--- config.mk ---
export PLATFORM = sky130hd
export DESIGN_NAME = ex_operand_stage_flat
export DESIGN_NICKNAME = d
export VERILOG_FILES = /design/src/rtl/ex_operand_if.sv /design/src/rtl/ex_operand_stage.sv /design/src/flat_wrapper.sv
export SDC_FILE = /design/constraint.sdc
export NUM_CORES = 1
export LEC_CHECK = 0
export BUFFER_PORTS_ARGS = -buffer_cell sky130_fd_sc_hd__buf_2
export CAP_MARGIN = 0
export CORE_ASPECT_RATIO = 0.8
export CORE_MARGIN = 2
export CORE_UTILIZATION = 30
export DETAILED_ROUTE_END_ITERATION = 8
export HOLD_SLACK_MARGIN = 0.1
export SKIP_CTS_REPAIR_TIMING = 1
export SYNTH_ARGS = -nofsm -noshare
export SYNTH_HDL_FRONTEND = slang
export SYNTH_SLANG_ARGS = --single-unit
export TNS_END_PERCENT = 1
--- constraint.sdc ---
create_clock -name clk -period 4.4 [get_ports clk]
set_input_delay 0.88 -clock clk [delete_from_list [all_inputs] [get_ports clk]]
set_output_delay 0.88 -clock clk [all_outputs]
set_load 0.02 [all_outputs]
--- src/rtl/ex_operand_if.sv ---
// Bundle of signals between Decode, the ID/EX stage, the M/W bypass sources and Execute.
// The stage consumes the D-stage fields and M/W results, and produces the E-stage operands.
interface ex_operand_if #(
  parameter int XLEN = 32,
  parameter int REGW = 5
);
  // Decode-side fields captured into the E stage
  logic            ValidD;
  logic            StallE;
  logic            FlushE;
  logic [1:0]      ALUOpD;
  logic [2:0]      funct3D;
  logic            funct7b5D;
  logic            op5D;
  logic            ALUSrcBD;
  logic            RegWriteD;
  logic [XLEN-1:0] RD1D;
  logic [XLEN-1:0] RD2D;
  logic [XLEN-1:0] ImmExtD;
  logic [REGW-1:0] Rs1D;
  logic [REGW-1:0] Rs2D;
  logic [REGW-1:0] RdD;

  // Bypass sources from later stages
  logic [REGW-1:0] RdM;
  logic            RegWriteM;
  logic [XLEN-1:0] ALUResultM;
  logic [REGW-1:0] RdW;
  logic            RegWriteW;
  logic [XLEN-1:0] ResultW;

  // Execute-stage results
  logic [XLEN-1:0] SrcAE;
  logic [XLEN-1:0] SrcBE;
  logic [3:0]      ALUControlE;
  logic [XLEN-1:0] WriteDataE;
  logic [REGW-1:0] RdE;
  logic            RegWriteE;
  logic            ValidE;
  logic            IllegalE;

  modport master (
    output ValidD, StallE, FlushE, ALUOpD, funct3D, funct7b5D, op5D, ALUSrcBD,
           RegWriteD, RD1D, RD2D, ImmExtD, Rs1D, Rs2D, RdD,
           RdM, RegWriteM, ALUResultM, RdW, RegWriteW, ResultW,
    input  SrcAE, SrcBE, ALUControlE, WriteDataE, RdE, RegWriteE, ValidE, IllegalE
  );

  modport slave (
    input  ValidD, StallE, FlushE, ALUOpD, funct3D, funct7b5D, op5D, ALUSrcBD,
           RegWriteD, RD1D, RD2D, ImmExtD, Rs1D, Rs2D, RdD,
           RdM, RegWriteM, ALUResultM, RdW, RegWriteW, ResultW,
    output SrcAE, SrcBE, ALUControlE, WriteDataE, RdE, RegWriteE, ValidE, IllegalE
  );
endinterface

--- src/rtl/ex_operand_stage.sv ---
// ID/EX pipeline register with ALU-control decode and M/W operand forwarding.
// Flush beats stall; forwarding is recomputed every cycle from the held E fields.
module ex_operand_stage #(
  parameter int XLEN = 32,
  parameter int REGW = 5
) (
  input  logic           clk,
  input  logic           reset,
  ex_operand_if.slave    bus
);

  localparam logic [3:0] ALU_ADD  = 4'd0;
  localparam logic [3:0] ALU_SUB  = 4'd1;
  localparam logic [3:0] ALU_AND  = 4'd2;
  localparam logic [3:0] ALU_OR   = 4'd3;
  localparam logic [3:0] ALU_XOR  = 4'd4;
  localparam logic [3:0] ALU_SLT  = 4'd5;
  localparam logic [3:0] ALU_SLTU = 4'd6;
  localparam logic [3:0] ALU_SLL  = 4'd7;
  localparam logic [3:0] ALU_SRL  = 4'd8;
  localparam logic [3:0] ALU_SRA  = 4'd9;

  logic [3:0]      alu_control_next;
  logic            illegal_next;

  logic            valid_reg;
  logic            reg_write_reg;
  logic            alu_src_b_reg;
  logic [3:0]      alu_control_reg;
  logic            illegal_reg;
  logic [XLEN-1:0] rd1_reg;
  logic [XLEN-1:0] rd2_reg;
  logic [XLEN-1:0] imm_ext_reg;
  logic [REGW-1:0] rs1_reg;
  logic [REGW-1:0] rs2_reg;
  logic [REGW-1:0] rd_reg;

  logic [REGW-1:0] rs_sel   [2];
  logic [XLEN-1:0] rdata_sel[2];
  logic [XLEN-1:0] fwd      [2];
  logic            hit_m    [2];
  logic            hit_w    [2];

  // ALU-control decode on the Decode-stage fields
  always_comb begin
    alu_control_next = ALU_ADD;
    illegal_next     = 1'b0;
    unique case (bus.ALUOpD)
      2'b00: alu_control_next = ALU_ADD;
      2'b01: alu_control_next = ALU_SUB;
      2'b10: begin
        unique case (bus.funct3D)
          3'b000: alu_control_next = (bus.op5D & bus.funct7b5D) ? ALU_SUB : ALU_ADD;
          3'b001: alu_control_next = ALU_SLL;
          3'b010: alu_control_next = ALU_SLT;
          3'b011: alu_control_next = ALU_SLTU;
          3'b100: alu_control_next = ALU_XOR;
          3'b101: alu_control_next = bus.funct7b5D ? ALU_SRA : ALU_SRL;
          3'b110: alu_control_next = ALU_OR;
          3'b111: alu_control_next = ALU_AND;
          default: alu_control_next = ALU_ADD;
        endcase
      end
      default: begin
        alu_control_next = ALU_ADD;
        illegal_next     = 1'b1;
      end
    endcase
  end

  always_ff @(posedge clk or posedge reset) begin
    if (reset) begin
      valid_reg       <= 1'b0;
      reg_write_reg   <= 1'b0;
      alu_src_b_reg   <= 1'b0;
      alu_control_reg <= 4'd0;
      illegal_reg     <= 1'b0;
      rd1_reg         <= '0;
      rd2_reg         <= '0;
      imm_ext_reg     <= '0;
      rs1_reg         <= '0;
      rs2_reg         <= '0;
      rd_reg          <= '0;
    end else if (bus.FlushE) begin
      valid_reg       <= 1'b0;
      reg_write_reg   <= 1'b0;
      alu_src_b_reg   <= 1'b0;
      alu_control_reg <= 4'd0;
      illegal_reg     <= 1'b0;
      rd1_reg         <= '0;
      rd2_reg         <= '0;
      imm_ext_reg     <= '0;
      rs1_reg         <= '0;
      rs2_reg         <= '0;
      rd_reg          <= '0;
    end else if (!bus.StallE) begin
      // An invalid slot must never write back or raise a trap downstream
      valid_reg       <= bus.ValidD;
      reg_write_reg   <= bus.RegWriteD & bus.ValidD;
      alu_src_b_reg   <= bus.ALUSrcBD;
      alu_control_reg <= alu_control_next;
      illegal_reg     <= illegal_next & bus.ValidD;
      rd1_reg         <= bus.RD1D;
      rd2_reg         <= bus.RD2D;
      imm_ext_reg     <= bus.ImmExtD;
      rs1_reg         <= bus.Rs1D;
      rs2_reg         <= bus.Rs2D;
      rd_reg          <= bus.RdD;
    end
  end

  assign rs_sel[0]    = rs1_reg;
  assign rs_sel[1]    = rs2_reg;
  assign rdata_sel[0] = rd1_reg;
  assign rdata_sel[1] = rd2_reg;

  // Memory stage is younger than Writeback, so its result wins when both match
  generate
    for (genvar gi = 0; gi < 2; gi++) begin : g_fwd
      assign hit_m[gi] = bus.RegWriteM && (bus.RdM != '0) && (bus.RdM == rs_sel[gi]);
      assign hit_w[gi] = bus.RegWriteW && (bus.RdW != '0) && (bus.RdW == rs_sel[gi]);
      assign fwd[gi]   = hit_m[gi] ? bus.ALUResultM :
                         hit_w[gi] ? bus.ResultW    : rdata_sel[gi];
    end
  endgenerate

  assign bus.SrcAE       = fwd[0];
  assign bus.SrcBE       = alu_src_b_reg ? imm_ext_reg : fwd[1];
  assign bus.WriteDataE  = fwd[1];
  assign bus.ALUControlE = alu_control_reg;
  assign bus.IllegalE    = illegal_reg;
  assign bus.RdE         = rd_reg;
  assign bus.RegWriteE   = reg_write_reg;
  assign bus.ValidE      = valid_reg;

endmodule

--- src/flat_wrapper.sv ---
// flat-port wrapper written by rule: the top's interface ports become plain ports
module ex_operand_stage_flat 
#(
  parameter int XLEN = 32,
  parameter int REGW = 5
)
  (clk, reset, bus_ValidD, bus_StallE, bus_FlushE, bus_ALUOpD, bus_funct3D, bus_funct7b5D, bus_op5D, bus_ALUSrcBD, bus_RegWriteD, bus_RD1D, bus_RD2D, bus_ImmExtD, bus_Rs1D, bus_Rs2D, bus_RdD, bus_RdM, bus_RegWriteM, bus_ALUResultM, bus_RdW, bus_RegWriteW, bus_ResultW, bus_SrcAE, bus_SrcBE, bus_ALUControlE, bus_WriteDataE, bus_RdE, bus_RegWriteE, bus_ValidE, bus_IllegalE);
  ex_operand_if #(.XLEN(XLEN), .REGW(REGW)) bus_i ();
  input  logic clk;
  input  logic reset;
  input wire logic [$bits(bus_i.ValidD)-1:0] bus_ValidD;
  input wire logic [$bits(bus_i.StallE)-1:0] bus_StallE;
  input wire logic [$bits(bus_i.FlushE)-1:0] bus_FlushE;
  input wire logic [$bits(bus_i.ALUOpD)-1:0] bus_ALUOpD;
  input wire logic [$bits(bus_i.funct3D)-1:0] bus_funct3D;
  input wire logic [$bits(bus_i.funct7b5D)-1:0] bus_funct7b5D;
  input wire logic [$bits(bus_i.op5D)-1:0] bus_op5D;
  input wire logic [$bits(bus_i.ALUSrcBD)-1:0] bus_ALUSrcBD;
  input wire logic [$bits(bus_i.RegWriteD)-1:0] bus_RegWriteD;
  input wire logic [$bits(bus_i.RD1D)-1:0] bus_RD1D;
  input wire logic [$bits(bus_i.RD2D)-1:0] bus_RD2D;
  input wire logic [$bits(bus_i.ImmExtD)-1:0] bus_ImmExtD;
  input wire logic [$bits(bus_i.Rs1D)-1:0] bus_Rs1D;
  input wire logic [$bits(bus_i.Rs2D)-1:0] bus_Rs2D;
  input wire logic [$bits(bus_i.RdD)-1:0] bus_RdD;
  input wire logic [$bits(bus_i.RdM)-1:0] bus_RdM;
  input wire logic [$bits(bus_i.RegWriteM)-1:0] bus_RegWriteM;
  input wire logic [$bits(bus_i.ALUResultM)-1:0] bus_ALUResultM;
  input wire logic [$bits(bus_i.RdW)-1:0] bus_RdW;
  input wire logic [$bits(bus_i.RegWriteW)-1:0] bus_RegWriteW;
  input wire logic [$bits(bus_i.ResultW)-1:0] bus_ResultW;
  output wire logic [$bits(bus_i.SrcAE)-1:0] bus_SrcAE;
  output wire logic [$bits(bus_i.SrcBE)-1:0] bus_SrcBE;
  output wire logic [$bits(bus_i.ALUControlE)-1:0] bus_ALUControlE;
  output wire logic [$bits(bus_i.WriteDataE)-1:0] bus_WriteDataE;
  output wire logic [$bits(bus_i.RdE)-1:0] bus_RdE;
  output wire logic [$bits(bus_i.RegWriteE)-1:0] bus_RegWriteE;
  output wire logic [$bits(bus_i.ValidE)-1:0] bus_ValidE;
  output wire logic [$bits(bus_i.IllegalE)-1:0] bus_IllegalE;
  assign bus_i.ValidD = bus_ValidD;
  assign bus_i.StallE = bus_StallE;
  assign bus_i.FlushE = bus_FlushE;
  assign bus_i.ALUOpD = bus_ALUOpD;
  assign bus_i.funct3D = bus_funct3D;
  assign bus_i.funct7b5D = bus_funct7b5D;
  assign bus_i.op5D = bus_op5D;
  assign bus_i.ALUSrcBD = bus_ALUSrcBD;
  assign bus_i.RegWriteD = bus_RegWriteD;
  assign bus_i.RD1D = bus_RD1D;
  assign bus_i.RD2D = bus_RD2D;
  assign bus_i.ImmExtD = bus_ImmExtD;
  assign bus_i.Rs1D = bus_Rs1D;
  assign bus_i.Rs2D = bus_Rs2D;
  assign bus_i.RdD = bus_RdD;
  assign bus_i.RdM = bus_RdM;
  assign bus_i.RegWriteM = bus_RegWriteM;
  assign bus_i.ALUResultM = bus_ALUResultM;
  assign bus_i.RdW = bus_RdW;
  assign bus_i.RegWriteW = bus_RegWriteW;
  assign bus_i.ResultW = bus_ResultW;
  assign bus_SrcAE = bus_i.SrcAE;
  assign bus_SrcBE = bus_i.SrcBE;
  assign bus_ALUControlE = bus_i.ALUControlE;
  assign bus_WriteDataE = bus_i.WriteDataE;
  assign bus_RdE = bus_i.RdE;
  assign bus_RegWriteE = bus_i.RegWriteE;
  assign bus_ValidE = bus_i.ValidE;
  assign bus_IllegalE = bus_i.IllegalE;
  ex_operand_stage #(.XLEN(XLEN), .REGW(REGW)) u_core (.clk(clk), .reset(reset), .bus(bus_i));
endmodule
==> results_dict.tcl <==
set metrics [dict create \
    numCtsBuffers 17 \
    synth_flop_cell "dfrtp_1" \
    yosysTopAreaCellShare 0.415 \
    required_ns 3.52 \
    worst_setup_path_end_kind "output port" \
    clk_latency_ns 0.41 \
    grt_pass1_vias 6640 \
    crit_slowest_cell "or4_4" \
    wl_per_cell_um 18.3 \
    worstPathArrival_ns 2.98 \
    synth_edf_count 0 \
    r2r_cells 2 \
    std_cell_rows 50 \
    cp_top_family "buffers and inverters" \
    die_width_um 177 \
    antenna_found_initial 7 \
    layout.nets 1215 \
    grtUsageTotal 0.194 \
    drtIter0Drc 293 \
    critical_path_buf_inv_count 3 \
    synth-seq-cells 119 \
    hold_path_depth 2 \
    vias 6610 \
    synth.distinct_cells 38 \
    path_depth 8 \
    crit_path_start_kind "primary input" \
    max-slew-margin-rel 0.383 \
    fmax_mhz 259 \
    cts_tree "yes" \
    drc 0 \
    final-seq-area_mm2 0.00298 \
    io_pins 309 \
    die_h_um 142 \
    syn2layout_area_growth_pct 33.8 \
    core_mm2 0.0235 \
    rsz0062_at_grt "no" \
    fillers 2414 \
    hold_class "flop to flop" \
    synthCells 733 \
    postSynthAreaPerCell_um2 9.78 \
    finalNonFillerCells 1339 \
    synthTopCellsByArea "dfrtp_1 42%, mux2i_1 20%, nor2_1 7.9%, a31oi_2 5.2%, mux2_2 4.9%" \
    skew_ns 0 \
    ctsHtreeMaxLevel 4 \
    worst_slew_pin_slew_ns 0.926 \
    status "finished clean" \
    drt_pass1_iterations 5 \
    post-route-period-util 0.876 \
    ir_drop_v 0.000177 \
    ant_nets 0 \
    grt_pass1_wl_um 37400 \
    synth_nets 937 \
    port_buffers 308 \
    routed_wl_um 24500 \
    cts_sinks 119 \
    die_area_mm2 0.0252 \
    critPathKind "primary input to output port" \
    maxCapViolCount 0 \
    start_util 0.306 \
    synth_top_area_cell "dfrtp_1" \
    yosysSeqAreaShare 0.415 \
    period_needed_ns 3.86 \
    cts.clk_slew.worst_paths_ns 0.06 \
    max_stage_delay_ns 0.57 \
    multi_input_area_mm2 0.00392 \
    cp_cell_sequence "buf_2 > or4_4 > o211ai_4 > buf_4 > o21ai_1 > a31oi_2 > mux2_2 > buf_2" \
    clock_path_buffers 2 \
    finalSetupTns_ns 0 \
    cp_common_cell "buf_2" \
    path_max_fanout 32 \
    place.gp.congestion 0.809 \
    p_leak_nw 4.80 \
    root_buffer "clkbuf_16" \
    vias_per_cell 4.94 \
    finalSetupViolations 0 \
    async_flop_share 1.00 \
    grt_overflow 0 \
    hold_viol_final 0 \
    grt_start_max_net_pins 96 \
    yosys_warnings 0 \
    dp.cells 1304 \
    finalMaxSlewViolations 0 \
    dp_hpwl_um 17100 \
    drive_above_1_share 0.417 \
    cellPowerDensity_mw_per_mm2 344 \
    syn_area_mm2 0.00717 \
]
==> path summary, 6_finish.rpt <==
kind,endpoint,slack [ns],from
min reg2reg,u_core.bus.ALUControlE[3],0.47,u_core.bus.ALUControlE[3]
min,u_core.bus.ALUControlE[3],0.47,u_core.bus.ALUControlE[3]
max,bus_SrcBE[1],0.54,bus_RdW[0]
max in group asynchronous,u_core.imm_ext_reg[16],2.92,reset
max reg2reg,u_core.alu_src_b_reg,3.07,u_core.alu_src_b_reg
min in group asynchronous,u_core.rd1_reg[5],0.66,reset
==> cells in the mapped netlist (all sizes together), types with 2 or more instances <==
cell,n
mux2,32
nand3,33
a31oi,33
inv,3
nand4,2
clkbuf,29
or4b,2
ha,3
nor2,150
or4,3
o21ai,36
xnor2,14
o211ai,2
mux2i,145
a21oi,36
dfrtp,119
nand2,7
nor3,32
xor2,7
buf,34
nor2b,3
==> power by group <==
group	switching, mW	internal, mW	leakage, nW	total (mW)
registers	0.0447	1.15	1.58	1.20
logic	0.413	0.276	2.93	0.690
clock network	0.546	0.870	0.283	1.42
==> worst register-to-register path: stages, from the launching register on <==
cell and delay [ns]:
dfrtp_2 0.97, mux2i_1 0.16, nor2_1 0.12
==> kinds of logic (layout without fill, tap and decap cells) <==
kind of cell,count (synthesis),after routing,share of synthesized area
flops,119,119,0.415
other cells,0,3,0
fa+ha+maj,3,3,0.00524
mux,177,177,0.253
simple gates,237,237,0.146
compound gates,110,110,0.113
buf+inv,66,357,0.0414
xor+xnor,21,21,0.0257
==> stage by stage <==
| stage | instance area (µm²) | setup slack (ns) | util | hold slack, ns | total power, mW |
|---|---|---|---|---|---|
| final | 9590 | 0.545 | 0.409 | 0.474 | 3.30 |
| after detailed placement | 8990 | 0.508 | 0.383 | 0.464 | 1.91 |
| after CTS | 9580 | 0.502 | 0.409 | 0.479 | 3.35 |
| after global placement | 8990 | 0.541 | 0.383 | 0.462 | 1.90 |
| after global routing | 9580 | 0.446 | 0.409 | 0.495 | 3.47 |
| after floorplan | 7170 | 0.363 | - | 0.484 | 1.63 |
==> final cells by class <==
type | instances | share of cell area
repair buffers | 322 | 0.175
flip-flops and latches | 119 | 0.311
clock inverters | 13 | 0.0150
well taps | 312 | 0.0407
inverters | 3 | 0.00170
diodes | 3 | 0.000783
multi-input cells | 548 | 0.409
clock buffers | 19 | 0.0472
==> cell usage in the layout, fill, tap and decap left out, types with 3 or more instances in the layout <==
master	count
xor2_1	7
clkbuf_16	17
ha_1	3
buf_4	13
nand3_1	33
o21ai_0	4
nor3_1	32
a31oi_1	3
a21oi_1	36
mux2_2	31
diode_2	3
nand2_1	7
nor2b_1	3
buf_2	306
mux2i_1	145
o21ai_1	32
clkinvlp_4	4
a31oi_2	30
nor2_1	150
dfrtp_1	118
xnor2_1	14
inv_6	5
==> per-layer routing <==
metal  vias up  wire, µm  track usage
li1       3148         -            -
met1      3157     10800        0.245
met2       254     11200        0.311
met3        41      1970       0.0665
met4        10       480       0.0596
met5         -        70            0
Note: power is estimated with default switching activity, not from simulation.
